==> config.mk <==
export PLATFORM = sky130hd
export DESIGN_NAME = sinus_arbiter
export DESIGN_NICKNAME = d
export VERILOG_FILES = /design/src/rtl/sinus_pkg.sv /design/src/rtl/sinus_rr_arb.sv /design/src/rtl/sinus_arbiter.sv
export SDC_FILE = /design/constraint.sdc
export NUM_CORES = 1
export LEC_CHECK = 0
export ABC_AREA = 1
export CELL_PAD_IN_SITES_DETAIL_PLACEMENT = 1
export CELL_PAD_IN_SITES_GLOBAL_PLACEMENT = 2
export CORE_ASPECT_RATIO = 1.4
export CORE_MARGIN = 5
export CORE_UTILIZATION = 26
export CTS_BUF_LIST = sky130_fd_sc_hd__clkbuf_4 sky130_fd_sc_hd__clkbuf_8
export DETAILED_ROUTE_END_ITERATION = 10
export PLACE_DENSITY_LB_ADDON = 0.12
export SYNTH_ARGS = -nofsm -noshare
export SYNTH_HDL_FRONTEND = slang
export SYNTH_HIERARCHICAL = 1
export SYNTH_SLANG_ARGS = --single-unit
==> constraint.sdc <==
create_clock -name clk -period 4.85 [get_ports clk]
set_input_delay 0.97 -clock clk [delete_from_list [all_inputs] [get_ports clk]]
set_output_delay 0.97 -clock clk [all_outputs]
set_load 0.1 [all_outputs]
==> src/rtl/sinus_pkg.sv <==
// sinus_pkg: shared constants, quadrant type and helper functions for the
// quarter-wave sinus arbiter.
//   PHASE_W  : full-circle phase width ([9:8] quadrant, [7:0] angle)
//   QW_W     : quarter-wave ROM address / magnitude width
//   SAMPLE_W : signed full-wave sample width
package sinus_pkg;

    localparam int unsigned PHASE_W  = 10;
    localparam int unsigned QW_W     = 8;
    localparam int unsigned SAMPLE_W = 9;

    typedef enum logic [1:0] {Q0, Q1, Q2, Q3} quadrant_e;

    // Map a full-circle phase onto the quarter-wave ROM address.
    function automatic logic [QW_W-1:0] fold_addr(input logic [PHASE_W-1:0] phase);
        quadrant_e       q;
        logic [QW_W-1:0] a;
        q = quadrant_e'(phase[PHASE_W-1:PHASE_W-2]);
        a = phase[QW_W-1:0];
        case (q)
            Q1, Q3:  fold_addr = ~a;  // 255 - a
            default: fold_addr = a;
        endcase
    endfunction

    // Lower half of the circle (Q2, Q3) yields a negative sample.
    function automatic logic phase_neg(input logic [PHASE_W-1:0] phase);
        quadrant_e q;
        q = quadrant_e'(phase[PHASE_W-1:PHASE_W-2]);
        phase_neg = (q == Q2) || (q == Q3);
    endfunction

    function automatic logic [SAMPLE_W-1:0] apply_sign(input logic neg,
                                                        input logic [QW_W-1:0] mag);
        logic [SAMPLE_W-1:0] ext;
        ext = {1'b0, mag};
        apply_sign = neg ? -ext : ext;
    endfunction

endpackage

==> src/rtl/sinus_rr_arb.sv <==
// sinus_rr_arb: round-robin arbiter. Priority starts one past the last
// granted requester; the pointer moves only when the grant is taken.
//   clk, rst_n : clock, synchronous active-low reset
//   req        : request per requester
//   advance    : grant was accepted this cycle, update pointer
//   grant      : one-hot grant (combinational)
//   grant_id   : index of the granted requester
module sinus_rr_arb #(
    parameter int unsigned NREQ = 4
) (
    input  logic                    clk,
    input  logic                    rst_n,
    input  logic [NREQ-1:0]         req,
    input  logic                    advance,
    output logic [NREQ-1:0]         grant,
    output logic [$clog2(NREQ)-1:0] grant_id
);

    localparam int unsigned ID_W = $clog2(NREQ);

    logic [ID_W-1:0] last_q;

    always_comb begin
        int unsigned idx;
        logic        found;
        idx      = 0;
        found    = 1'b0;
        grant    = '0;
        grant_id = '0;
        for (int unsigned off = 1; off <= NREQ; off++) begin
            idx = (32'(last_q) + off) % NREQ;
            if (!found && req[ID_W'(idx)]) begin
                found              = 1'b1;
                grant[ID_W'(idx)]  = 1'b1;
                grant_id           = ID_W'(idx);
            end
        end
    end

    // Reset to NREQ-1 so requester 0 wins first.
    always_ff @(posedge clk) begin
        if (!rst_n) begin
            last_q <= ID_W'(NREQ - 1);
        end else if (advance) begin
            last_q <= grant_id;
        end
    end

endmodule

==> src/rtl/sinus_arbiter.sv <==
// sinus_arbiter: shares one registered quarter-wave sinus ROM among NREQ
// requesters, folds each full-circle phase to a ROM address and returns a
// signed full-wave sample tagged with the requester id, in grant order.
//   clk, rst_n : clock, synchronous active-low reset
//   en         : grant enable (in-flight ops always drain)
//   req_valid  : request valid per requester
//   req_phase  : packed phases, requester i at [i*PHASE_W +: PHASE_W]
//   req_ready  : one-hot grant
//   rom_angle  : registered ROM address
//   rom_sinus  : ROM data, ROM_LAT cycles after rom_angle
//   rsp_valid  : one-cycle response strobe
//   rsp_id     : requester index of the response
//   rsp_sinus  : signed sample, -255..+255
//   busy       : any op in flight
module sinus_arbiter #(
    parameter int unsigned NREQ    = 4,
    parameter int unsigned PHASE_W = 10,
    parameter int unsigned ROM_LAT = 1
) (
    input  logic                    clk,
    input  logic                    rst_n,
    input  logic                    en,
    input  logic [NREQ-1:0]         req_valid,
    input  logic [NREQ*PHASE_W-1:0] req_phase,
    output logic [NREQ-1:0]         req_ready,
    output logic [7:0]              rom_angle,
    input  logic [7:0]              rom_sinus,
    output logic                    rsp_valid,
    output logic [$clog2(NREQ)-1:0] rsp_id,
    output logic [8:0]              rsp_sinus,
    output logic                    busy
);

    import sinus_pkg::*;

    localparam int unsigned ID_W  = $clog2(NREQ);
    localparam int unsigned DEPTH = ROM_LAT + 1;

    logic [NREQ-1:0]    grant;
    logic [ID_W-1:0]    grant_id;
    logic               accept;
    logic [PHASE_W-1:0] sel_phase;

    // id/sign travel alongside the ROM access so the response lines up with rom_sinus
    logic               stage_valid [DEPTH];
    logic [ID_W-1:0]    stage_id    [DEPTH];
    logic               stage_neg   [DEPTH];

    sinus_rr_arb #(
        .NREQ (NREQ)
    ) u_arb (
        .clk      (clk),
        .rst_n    (rst_n),
        .req      (req_valid),
        .advance  (accept),
        .grant    (grant),
        .grant_id (grant_id)
    );

    // Grant only goes to valid requesters, so any ready bit is an accept.
    assign req_ready = grant & {NREQ{en & rst_n}};
    assign accept    = |req_ready;

    always_comb begin
        sel_phase = '0;
        for (int i = 0; i < int'(NREQ); i++) begin
            if (grant[i]) begin
                sel_phase = req_phase[i*PHASE_W +: PHASE_W];
            end
        end
    end

    always_ff @(posedge clk) begin
        if (!rst_n) begin
            rom_angle <= '0;
            rsp_valid <= 1'b0;
            rsp_id    <= '0;
            rsp_sinus <= '0;
            for (int k = 0; k < int'(DEPTH); k++) begin
                stage_valid[k] <= 1'b0;
                stage_id[k]    <= '0;
                stage_neg[k]   <= 1'b0;
            end
        end else begin
            if (accept) begin
                rom_angle    <= fold_addr(sel_phase);
                stage_id[0]  <= grant_id;
                stage_neg[0] <= phase_neg(sel_phase);
            end
            stage_valid[0] <= accept;
            for (int k = 1; k < int'(DEPTH); k++) begin
                stage_valid[k] <= stage_valid[k-1];
                stage_id[k]    <= stage_id[k-1];
                stage_neg[k]   <= stage_neg[k-1];
            end
            rsp_valid <= stage_valid[DEPTH-1];
            if (stage_valid[DEPTH-1]) begin
                rsp_id    <= stage_id[DEPTH-1];
                rsp_sinus <= apply_sign(stage_neg[DEPTH-1], rom_sinus);
            end
        end
    end

    always_comb begin
        busy = rsp_valid;
        for (int k = 0; k < int'(DEPTH); k++) begin
            busy = busy | stage_valid[k];
        end
    end

endmodule

==> impl_metrics.ini, run 1 <==
[power_and_ir_drop]
combinationalPowerShare_pct = 75.8
p_int_w = 0.0009631
p_sw_w = 0.001431
power.total_w = 0.002395
total_leakage_power_nw = 1.625
ir_drop_uv = 467.6
powerDensity_nw_per_um2 = 725.8
switching_share_pct = 59.78
pwr-share-clk_pct = 8.2
p_seq_share_pct = 16.0

[timing]
rsz0062_at_grt = no
max_clock_freq_ghz = 0.2485
hold_viol = 0
period_share_pct = 82.99
tns_ns = 0
fin_worst_skew_ns = 0.004354
fin_crit_ns = 4.025
timing.final.max_slew_violations = 0
slew_headroom_pct = 33.38
tightestPinTransition_ns = 0.9961
report.final.setup_viol = 0
fin_ws_ns = 0.8252

[final_layout]
final_area_sq_um = 3299
num-nets-final = 507
layoutNonFillerInstCount = 551
final_layout_size_suffix_gt1_share_pct = 13.06
syn_to_final_growth_pct = 37.20
antenna_cells = 0

[floorplan]
die_area_sq_um = 11300
io_pins = 80
core.rowCount = 41
die_height_um = 123.8
fp.dieW_um = 91.28
fp.coreArea_sq_um = 9029
floorplan.initialDensity_pct = 26.64

[logic_synthesis]
async_flop_share_pct = 0
synth-xor-area-share_pct = 0.3642
synth_seq_area_share_pct = 27.47
synth_mux_area_share_pct = 0
yosys_register_bits = 30
synthSimpleGateAreaFrac_pct = 43.65
synthFlopType = dfxtp_1
yosysUniqueCellTypes = 35
syn_area_sq_um = 2405
synth-edff-count = 6
syn_area_per_cell_sq_um = 6.553
synth_top_family_by_area = simple AND/OR/NAND/NOR gates
ys_warn_count = 6
synth_top_area_share_pct = 19.98
post_synth_fa_ha_maj_area_fraction_pct = 4.683
synth_compound_area_share_pct = 10.61
yosysTopAreaCell = dfxtp_1
synthTopCellsByArea = dfxtp_1 20%, nand2_1 19%, nand3_1 7.5%, edfxtp_1 7.5%, inv_1 6.4%
netlist_instances = 367

[setup_path]
path_class = reg -> out
end_kind = primary output
cp-start-kind = flop
cp_data_required_time_ns = 3.88
critPathMaxFanout = 12
crit_arrival_ns = 3.05

[route]
routed_wl_um = 7609
dr.pass1.iters = 4
final_antenna_net_count = 0
remaining_drc_errors = 0
avgRoutedWirePerCell_um = 13.81
viasPerCell = 4.628
vias = 2550
first_iter_violations = 70

[place]
dpl_cell_area_sq_um = 3214
port-buffer-count = 79
place_ws_ns = 0.8041
gp_congestion = 0.8291
dp_cells = 543
dpl.hpwl_um = 6275

[grt]
globalRoute.totalOverflow = 0
first_global_vias = 2708
grt_pass1_wl_um = 12610
grt_max_degree = 31
track_usage_pct = 13.93
antenna_found_initial = 0

[clocking]
hold_buffers = 0
clk_pin_slew_ns = 0.07
cts_buffers = 5
postCtsSetupRepairBufs = 0
cts_resized = 0
htree_levels = 2
cts_tree = done
cts_root_buf = clkbuf_8
cts_max_path_buffers = 2
cts.sinks = 30
clk_latency_ns = 0.29

[run_status]
outcome = complete, no violations

[flow_run]
cap_violations = 0

[min_path]
hp-class = reg -> reg
power groups by stage:
| stage | registers [W] | logic [W] | clock network, W |
|---|---|---|---|
| final | 0.000383 | 0.00182 | 0.000196 |
| after global routing | 0.000393 | 0.00204 | 0.000214 |
| after CTS | 0.000385 | 0.00185 | 0.000206 |
| after detailed placement | 0.000389 | 0.00184 | 0 |
| after global placement | 0.000388 | 0.00182 | 0 |
| after floorplan | 0.000614 | 0.00129 | 0 |
layer usage:
metal	vias up	global-route usage (%)	share of wire [%]
met5	-	0	0
met4	0	6.972	3.1
met3	15	2.538	4.9
met2	62	26.26	52
met1	1169	14.71	40
li1	1304	-	-
cell usage after synthesis (2+ instances only):
master and instances:
nor2_1 16, nor2_4 3, nor2_2 6, inv_2 7
nand3_2 7, nand2_2 12, nand2_1 124, a22oi_1 3
clkinv_1 2, o21ai_0 11, edfxtp_1 6, a21oi_1 26
dfxtp_1 24, nand3_1 36, ha_1 9, nand4_1 4
inv_1 41, buf_6 7, a21oi_2 3, buf_2 3
nand2_4 3
layout make-up:
| cell class | count | area (sq um) |
|---|---|---|
| clock buffer | 5 | 68.82 |
| inverter | 51 | 193.9 |
| multi-input combinational | 275 | 1438 |
| fill | 1162 | 5729 |
| tap | 107 | 133.9 |
| sequential | 30 | 660.6 |
| clock inverter | 3 | 16.27 |
| timing repair buffer | 80 | 788.3 |
worst paths after layout:
kind	depth (start not counted)	startpoint	slack, ns	to
worst max-delay path	14	u_arb/last_q[0]	0.83	req_ready[2]
worst min-delay path	2	stage_id[1][0]	0.44	rsp_id[0]
worst max register to register	14	u_arb/last_q[0]	1.38	rom_angle[4]
worst min register to register	2	stage_id[1][0]	0.44	rsp_id[0]
sequential cells by signal, indices dropped and copies added (netlist names):
name and count:
rom_angle 8, rsp_id 2, rsp_sinus 9, rsp_valid 1
stage_id 4, stage_neg 2, stage_valid 2, u_arb/last_q 2
kinds of logic (layout without fill, tap and decap cells):
| kind of cell | count (synthesis) | count (layout) |
|---|---|---|
| AOI/OAI and AO/OA | 46 | 46 |
| xor gates and xnor gates | 1 | 1 |
| adders and majority gates | 9 | 9 |
| buffers and inverters | 64 | 139 |
| DFF | 30 | 30 |
| other | 1 | 3 |
| and+or+nand+nor | 216 | 216 |
cells in the final DEF, fill, tap and decap left out, types with 3 or more instances in the layout:
cell	instances
nand4_1	4
clkdlybuf4s50_1	75
a21oi_2	3
inv_1	41
ha_1	9
nand3_1	36
buf_4	5
nand3_2	7
nand2_4	3
conb_1	3
a21oi_1	26
nand2_1	124
clkbuf_8	5
inv_2	7
nor2_1	16
nand2_2	12
clkinv_1	3
nor2_4	3
edfxtp_1	6
nor2_2	6
dfxtp_1	24
o21ai_0	11
a22oi_1	3
worst max-delay path, stage by stage, from the launching register on:
cell and delay [ns]:
dfxtp_1 0.59, inv_2 0.21, ha_1 0.40, inv_1 0.16
nand3_1 0.13, nand2_1 0.07, nand2_1 0.06, inv_2 0.07
nand2_2 0.06, inv_2 0.08, nand2_1 0.06, nand3_2 0.23
inv_4 0.12, nor2_2 0.20, buf_4 0.32
per-stage QoR:
step                util, %  hold WS [ns]
floorplan                 -        0.4119
global placement      35.60        0.4216
detailed placement    35.60        0.4353
CTS                   36.54        0.4566
global route          36.54        0.4871
finish                36.54        0.4445
No activity file was read; power rests on OpenSTA's default activity.
==> inputs of run 2 (changes only) <==
--- a/config.mk
+++ b/config.mk
@@ -10,7 +10,7 @@
 export CELL_PAD_IN_SITES_GLOBAL_PLACEMENT = 2
 export CORE_ASPECT_RATIO = 1.4
 export CORE_MARGIN = 5
-export CORE_UTILIZATION = 26
+export CORE_UTILIZATION = 22
 export CTS_BUF_LIST = sky130_fd_sc_hd__clkbuf_4 sky130_fd_sc_hd__clkbuf_8
 export DETAILED_ROUTE_END_ITERATION = 10
 export PLACE_DENSITY_LB_ADDON = 0.12
==> constraint.sdc (replaced) <==
create_clock -name clk -period 3.7 [get_ports clk]
set_input_delay 0.74 -clock clk [delete_from_list [all_inputs] [get_ports clk]]
set_output_delay 0.74 -clock clk [all_outputs]
set_load 0.1 [all_outputs]
==> run 2 against run 1 <==
  * Core utilization fell by 4.0 points
  * Global-route usage decreased by 1.6 points
  * Final cell count up 7.4%
  * Die area up 16%
  * Non-clock buffer count rose by 7
  * Worst setup slack lost 0.36 ns
  * Clock-buffer cell count is 1 higher
  * Clock power grew 110%
  * Worst hold slack better by 0.0015 ns
  * Total power increased by 43%
==> impl_metrics.ini, run 2 (same netlist as run 1, synthesis figures left out) <==
[floorplan]
core.rowCount = 45
die_area_sq_um = 13150
floorplan.initialDensity_pct = 22.36
fp.dieW_um = 98.36
die_height_um = 133.7
io_pins = 80
fp.coreArea_sq_um = 10750

[place]
dp_cells = 584
port-buffer-count = 79
dpl.hpwl_um = 6440
gp_congestion = 0.7952

[min_path]
hold_path_depth = 2
holdCritStartpoint = stage_id[1][1]
hp-class = reg -> reg
whs_endpoint = rsp_id[1]

[grt]
grt_max_degree = 30
track_usage_pct = 12.37
globalRoute.totalOverflow = 0
antenna_found_initial = 0
first_global_vias = 2749
grt_pass1_wl_um = 13240

[clocking]
clk_pin_slew_ns = 0.07
cts_max_path_buffers = 2
cts.sinks = 30
cts_buffers = 5
clk_latency_ns = 0.28
cts_tree = done
cts_root_buf = clkbuf_8
postCtsSetupRepairBufs = 0
hold_buffers = 0
cts_resized = 0
htree_levels = 2

[timing]
rsz0062_at_grt = no
hold_viol = 0
slew_headroom_pct = 33.05
fin_crit_ns = 3.236
tightestPinTransition_ns = 1.001
period_share_pct = 87.45
max_clock_freq_ghz = 0.3091
timing.final.max_slew_violations = 0
report.final.setup_viol = 0
fin_worst_skew_ns = 0.007148
tns_ns = 0

[route]
remaining_drc_errors = 0
final_antenna_net_count = 0
dr.pass1.iters = 4
viasPerCell = 4.311
first_iter_violations = 73
avgRoutedWirePerCell_um = 13.27
routed_wl_um = 7856
vias = 2552

[final_layout]
final_layout_size_suffix_gt1_share_pct = 15.30
layoutNonFillerInstCount = 592
final_util_pct = 32.59
final_cell_mix = 124 x nand2_1, 74 x clkdlybuf4s50_1, 41 x inv_1
antenna_cells = 0
largest_register_ffs = 9
num-nets-final = 514
layout_commonest_cell = nand2_1
nFillCells = 1357
syn_to_final_growth_pct = 45.73
reg_top3 = rsp_sinus: 9 flops, rom_angle: 8 flops, stage_id: 4 flops
largest_register = rsp_sinus

[power_and_ir_drop]
ir_drop_uv = 330.1
powerDensity_nw_per_um2 = 975.1
total_leakage_power_nw = 1.701

[setup_path]
timing.rr.start = u_arb/last_q[0]
r2r-end = stage_id[0][0]
critPathLaunch = req_valid[2]
cp-start-kind = primary input
path_class = in -> out
r2r_slack_ns = 1.01
cp_data_required_time_ns = 2.96
crit_arrival_ns = 2.50
critPathMaxFanout = 12
ff2ff_path_depth = 13
end_kind = primary output

[flow_run]
cap_violations = 0

[run_status]
outcome = complete, no violations
==> run 2: changes by cell type in the layout (fill, tap and decap cells not counted), sizes merged <==
cell and change:
bufinv +2, clkinv -2, buf +8, clkbuf +1, clkdlybuf4s50 -1, clkinvlp -1
==> run 2: layer usage <==
layer,GRT usage (%),wire (um),up-vias
met2,22.99,4081,58
met1,13.72,3266,1170
met4,4.328,125,0
met3,2.567,382,8
li1,-,-,1316
met5,0,0,-
==> run 2: metrics by stage <==
stage | setup WS (ns) | instance area [sq um] | total power (W) | hold WS, ns
after CTS | 0.4376 | 3505 | 0.003485 | 0.4527
after floorplan | 0.2521 | 2417 | 0.002495 | 0.4119
after global routing | 0.2786 | 3505 | 0.003761 | 0.4909
after detailed placement | 0.4423 | 3362 | 0.003056 | 0.4352
final | 0.4644 | 3505 | 0.003417 | 0.4460
after global placement | 0.4729 | 3362 | 0.003052 | 0.4240
==> run 2: final cells by class <==
cell class	count	area, sq um	area share [%]
Clock inverter	2	60.06	1.714
Tap cell	141	176.4	5.034
Multi-Input combinational cell	275	1443	41.16
Timing Repair Buffer	87	888.4	25.35
Clock buffer	6	82.58	2.356
Inverter	51	193.9	5.534
Sequential cell	30	660.6	18.85
==> run 2: worst max-delay path by stage <==
stage	cells after the start	to
after CTS	13	req_ready[2]
after detailed placement	13	req_ready[2]
after global routing	11	req_ready[1]
final	13	req_ready[2]
after global placement	11	req_ready[1]
after floorplan	14	req_ready[2]
==> run 2: worst max-delay path, stage by stage <==
cell	delay (ns)
clkdlybuf4s50_1	0.44
nand2_1	0.12
nand2_2	0.08
nand2_4	0.09
nand2_8	0.09
nor2_8	0.09
nand2_2	0.08
inv_2	0.07
nand2_1	0.06
nand3_2	0.10
inv_4	0.08
nor2_2	0.23
buf_12	0.21
==> run 2: where the power goes <==
part / internal [W] / switching (W) / total [W] / leakage (nW)
clock: 0.000287 / 0.000126 / 0.000413 / 0.0714
combinational: 0.000791 / 0.00173 / 0.00252 / 1.37
sequential: 0.000434 / 0.0000457 / 0.000480 / 0.259
==> inputs of run 3 (changes only) <==
--- a/config.mk
+++ b/config.mk
@@ -5,12 +5,12 @@
 export SDC_FILE = /design/constraint.sdc
 export NUM_CORES = 1
 export LEC_CHECK = 0
-export ABC_AREA = 1
+export ABC_AREA = 0
 export CELL_PAD_IN_SITES_DETAIL_PLACEMENT = 1
 export CELL_PAD_IN_SITES_GLOBAL_PLACEMENT = 2
 export CORE_ASPECT_RATIO = 1.4
 export CORE_MARGIN = 5
-export CORE_UTILIZATION = 22
+export CORE_UTILIZATION = 23
 export CTS_BUF_LIST = sky130_fd_sc_hd__clkbuf_4 sky130_fd_sc_hd__clkbuf_8
 export DETAILED_ROUTE_END_ITERATION = 10
 export PLACE_DENSITY_LB_ADDON = 0.12
==> run 3 against run 2 <==
  * Register-to-register slack lost 0.51 ns
  * First-iteration DRC count decreased by 30%
  * Global-route usage increased by 0.98 points
  * Wire length fell by 6.7%
  * Critical path type unchanged
  * Non-clock buffer count rose by 17
  * Cell area shrank 4.9%
  * Final cell count down 26%
  * Maximum frequency down 9.7%
  * Synthesized area fell by 12%
  * Via count is 12% lower
  * Clock power is essentially flat
==> impl_metrics.ini, run 3 <==
[power_and_ir_drop]
p_sw_w = 0.001079
ir_drop_uv = 336.8
combinationalPowerShare_pct = 62.5
p_seq_share_pct = 19.5
switching_share_pct = 46.91
powerDensity_nw_per_um2 = 690.5
pwr-share-clk_pct = 18.0
p_int_w = 0.001221
total_leakage_power_nw = 1.269

[setup_path]
crit_arrival_ns = 2.84
r2r-end = rom_angle[2]
timing.rr.start = u_arb/last_q[1]
cp_data_required_time_ns = 2.96
slowest_delay_ns = 0.52
r2r_slack_ns = 0.50
critPathMaxFanout = 7
slowest_stage = clkdlybuf4s50_1
critPathTopFamily = buffers and inverters
worstPathCellList = clkdlybuf4s50_1 > mux2_2 > mux2i_4 > nand2_1 > o2bb2a_1 > o21ai_1 > and3_1 > buf_12
path_class = in -> out
end_kind = primary output
path_buf_inv = 2
ff2ff_path_depth = 10
cp-start-kind = primary input

[clocking]
clk_latency_ns = 0.28
cts_tree = done
cts_max_path_buffers = 2
clk_pin_slew_ns = 0.07
cts.sinks = 30
htree_levels = 2
cts_root_buf = clkbuf_8
postCtsSetupRepairBufs = 0
hold_buffers = 0
cts_buffers = 5

[floorplan]
die_area_sq_um = 11200
fp.coreArea_sq_um = 8977
core.rowCount = 41
die_height_um = 123.3
io_pins = 80
fp.dieW_um = 90.89
floorplan.initialDensity_pct = 23.47

[final_layout]
final_layout_size_suffix_gt1_share_pct = 16.36
syn_to_final_growth_pct = 58.14
final_util_pct = 37.11
final_area_sq_um = 3332
layout_commonest_cell = clkdlybuf4s50_1
reg_top3 = rsp_sinus: 9 flops, rom_angle: 8 flops, stage_id: 4 flops
num-nets-final = 393
nFillCells = 1027
layoutNonFillerInstCount = 437
largest_register = rsp_sinus
final_cell_mix = 73 x clkdlybuf4s50_1, 26 x buf_4, 24 x dfxtp_1
largest_register_ffs = 9
antenna_cells = 0

[place]
dp_cells = 429
gp_congestion = 0.8277
dpl.hpwl_um = 5963
dpl_cell_area_sq_um = 3168
port-buffer-count = 79

[grt]
grt_pass1_wl_um = 12100
first_global_vias = 2397
grt_max_degree = 21
antenna_found_initial = 0
track_usage_pct = 13.35
globalRoute.totalOverflow = 0

[timing]
report.final.setup_viol = 0
fin_crit_ns = 3.584
tightestPinTransition_ns = 1.015
slew_headroom_pct = 32.13
rsz0062_at_grt = no
fin_worst_skew_ns = 0.008097
period_share_pct = 96.86
timing.hold.ws_ns = 0.4746
hold_viol = 0
max_clock_freq_ghz = 0.2790
timing.final.max_slew_violations = 0

[logic_synthesis]
synth_top_area_share_pct = 22.80
ys_warn_count = 6
synth-edff-count = 6
yosys_register_bits = 30
synth_seq_area_share_pct = 31.35
yosysTopAreaCell = dfxtp_1
synthTopCellsByArea = dfxtp_1 23%, edfxtp_1 8.6%, ha_1 5.3%, a211o_1 3.7%, a221oi_1 3.3%
async_flop_share_pct = 0
yosysUniqueCellTypes = 51
synthFlopType = dfxtp_1
synthTopCellsByCount = 24 x dfxtp_1, 13 x a21oi_1, 11 x nor2_1, 10 x nand2_1
yosysMostFrequentCell = dfxtp_1
netlist_instances = 234
syn_area_per_cell_sq_um = 9.004
syn_area_sq_um = 2107

[route]
remaining_drc_errors = 0
viasPerCell = 5.119
avgRoutedWirePerCell_um = 16.77
final_antenna_net_count = 0
first_iter_violations = 51
dr.pass1.iters = 4
vias = 2237
routed_wl_um = 7327

[flow_run]
cap_violations = 0

[min_path]
hp-class = reg -> reg
hold_path_depth = 2
whs_endpoint = rsp_sinus[8]
holdCritStartpoint = rsp_sinus[8]

[run_status]
outcome = complete, no violations
-- run 3: changes by cell type in the layout (fill, tap and decap cells not counted), moves of 8 or more --
cell      delta
a211o_1      +9
a21oi_1     -13
a221oi_1     +8
a31oi_1      +8
buf_4       +17
inv_1       -35
nand2_1    -114
nand2_2     -12
nand3_1     -33
nor2_2       -8
o21ai_0      -9
o22ai_1      +8
-- run 3: final cells by class --
class                   instances  area [sq um]  area share (%)
multi-input cells             181          1350           40.52
clock inverters                 2         60.06           1.802
inverters                       7         26.28          0.7886
well taps                     107         133.9           4.018
clock buffers                   6         82.58           2.478
flip-flops and latches         30         660.6           19.83
repair buffers                104          1018           30.57
-- run 3: metal layers --
metal  vias to the layer above  track usage [%]  share of wire, %  routed length (um)
met4                         0            4.404               1.5                 109
li1                       1093                -                 -                   -
met3                         8            2.556               4.4                 319
met5                         -                0                 0                   0
met1                      1083            14.34                39                2883
met2                        53            25.95                55                4014
-- run 3: how the worst max path moves through the flow --
stage / startpoint / endpoint / slack (ns) / depth (start not counted)
floorplan: u_arb/last_q[0] / req_ready[2] / 0.003 / 10
global placement: req_valid[3] / rom_angle[2] / -0.003 / 9
detailed placement: req_valid[3] / rom_angle[2] / -0.03 / 9
CTS: req_valid[3] / req_ready[0] / 0.02 / 8
global route: req_valid[1] / req_ready[2] / 0.003 / 8
finish: req_valid[1] / req_ready[0] / 0.12 / 8
-- run 3: what timing repair did --
item / in CTS / in global routing
gates resized for setup: 2 / 3
pin swaps: 0 / 0
endpoints found under the setup margin: 1 / 4
-- run 3: kinds of logic (layout without fill, tap and decap cells) --
family | count (synthesis) | count (layout) | synth area share [%]
AO/OA/AOI/OAI | 94 | 94 | 32.30
XOR/XNOR | 6 | 6 | 2.495
adder cells (fa/ha/maj) | 9 | 9 | 5.345
buffers and inverters | 25 | 119 | 5.878
flip-flops | 30 | 30 | 31.35
multiplexers | 13 | 13 | 8.372
other | 1 | 3 | 0.1780
AND/OR/NAND/NOR | 56 | 56 | 14.07
-- run 3: through the flow --
step                      total power [W]   TNS [ns]  setup slack, ns
final                            0.002301          0           0.1163
after global routing             0.002447          0         0.002520
after detailed placement         0.001901    -0.1173         -0.03240
after global placement           0.001891  -0.002701        -0.002701
after CTS                        0.002329          0          0.02138
after floorplan                  0.001468          0         0.003064
-- run 3: worst min-delay path, delay by kind of cell, from the launching register on --
kind | cells | cell delay (ns)
AOI/OAI and AO/OA | 1 | 0.05
and+or+nand+nor | 1 | 0.07
DFF | 1 | 0.31
-- run 3: power groups by stage --
| stage | registers, W | clock network (W) | logic, W |
|---|---|---|---|
| final | 0.000448 | 0.000414 | 0.00144 |
| after global routing | 0.000458 | 0.000444 | 0.00155 |
| after CTS | 0.000450 | 0.000427 | 0.00145 |
| after detailed placement | 0.000457 | 0 | 0.00144 |
| after global placement | 0.000454 | 0 | 0.00144 |
| after floorplan | 0.000796 | 0 | 0.000672 |
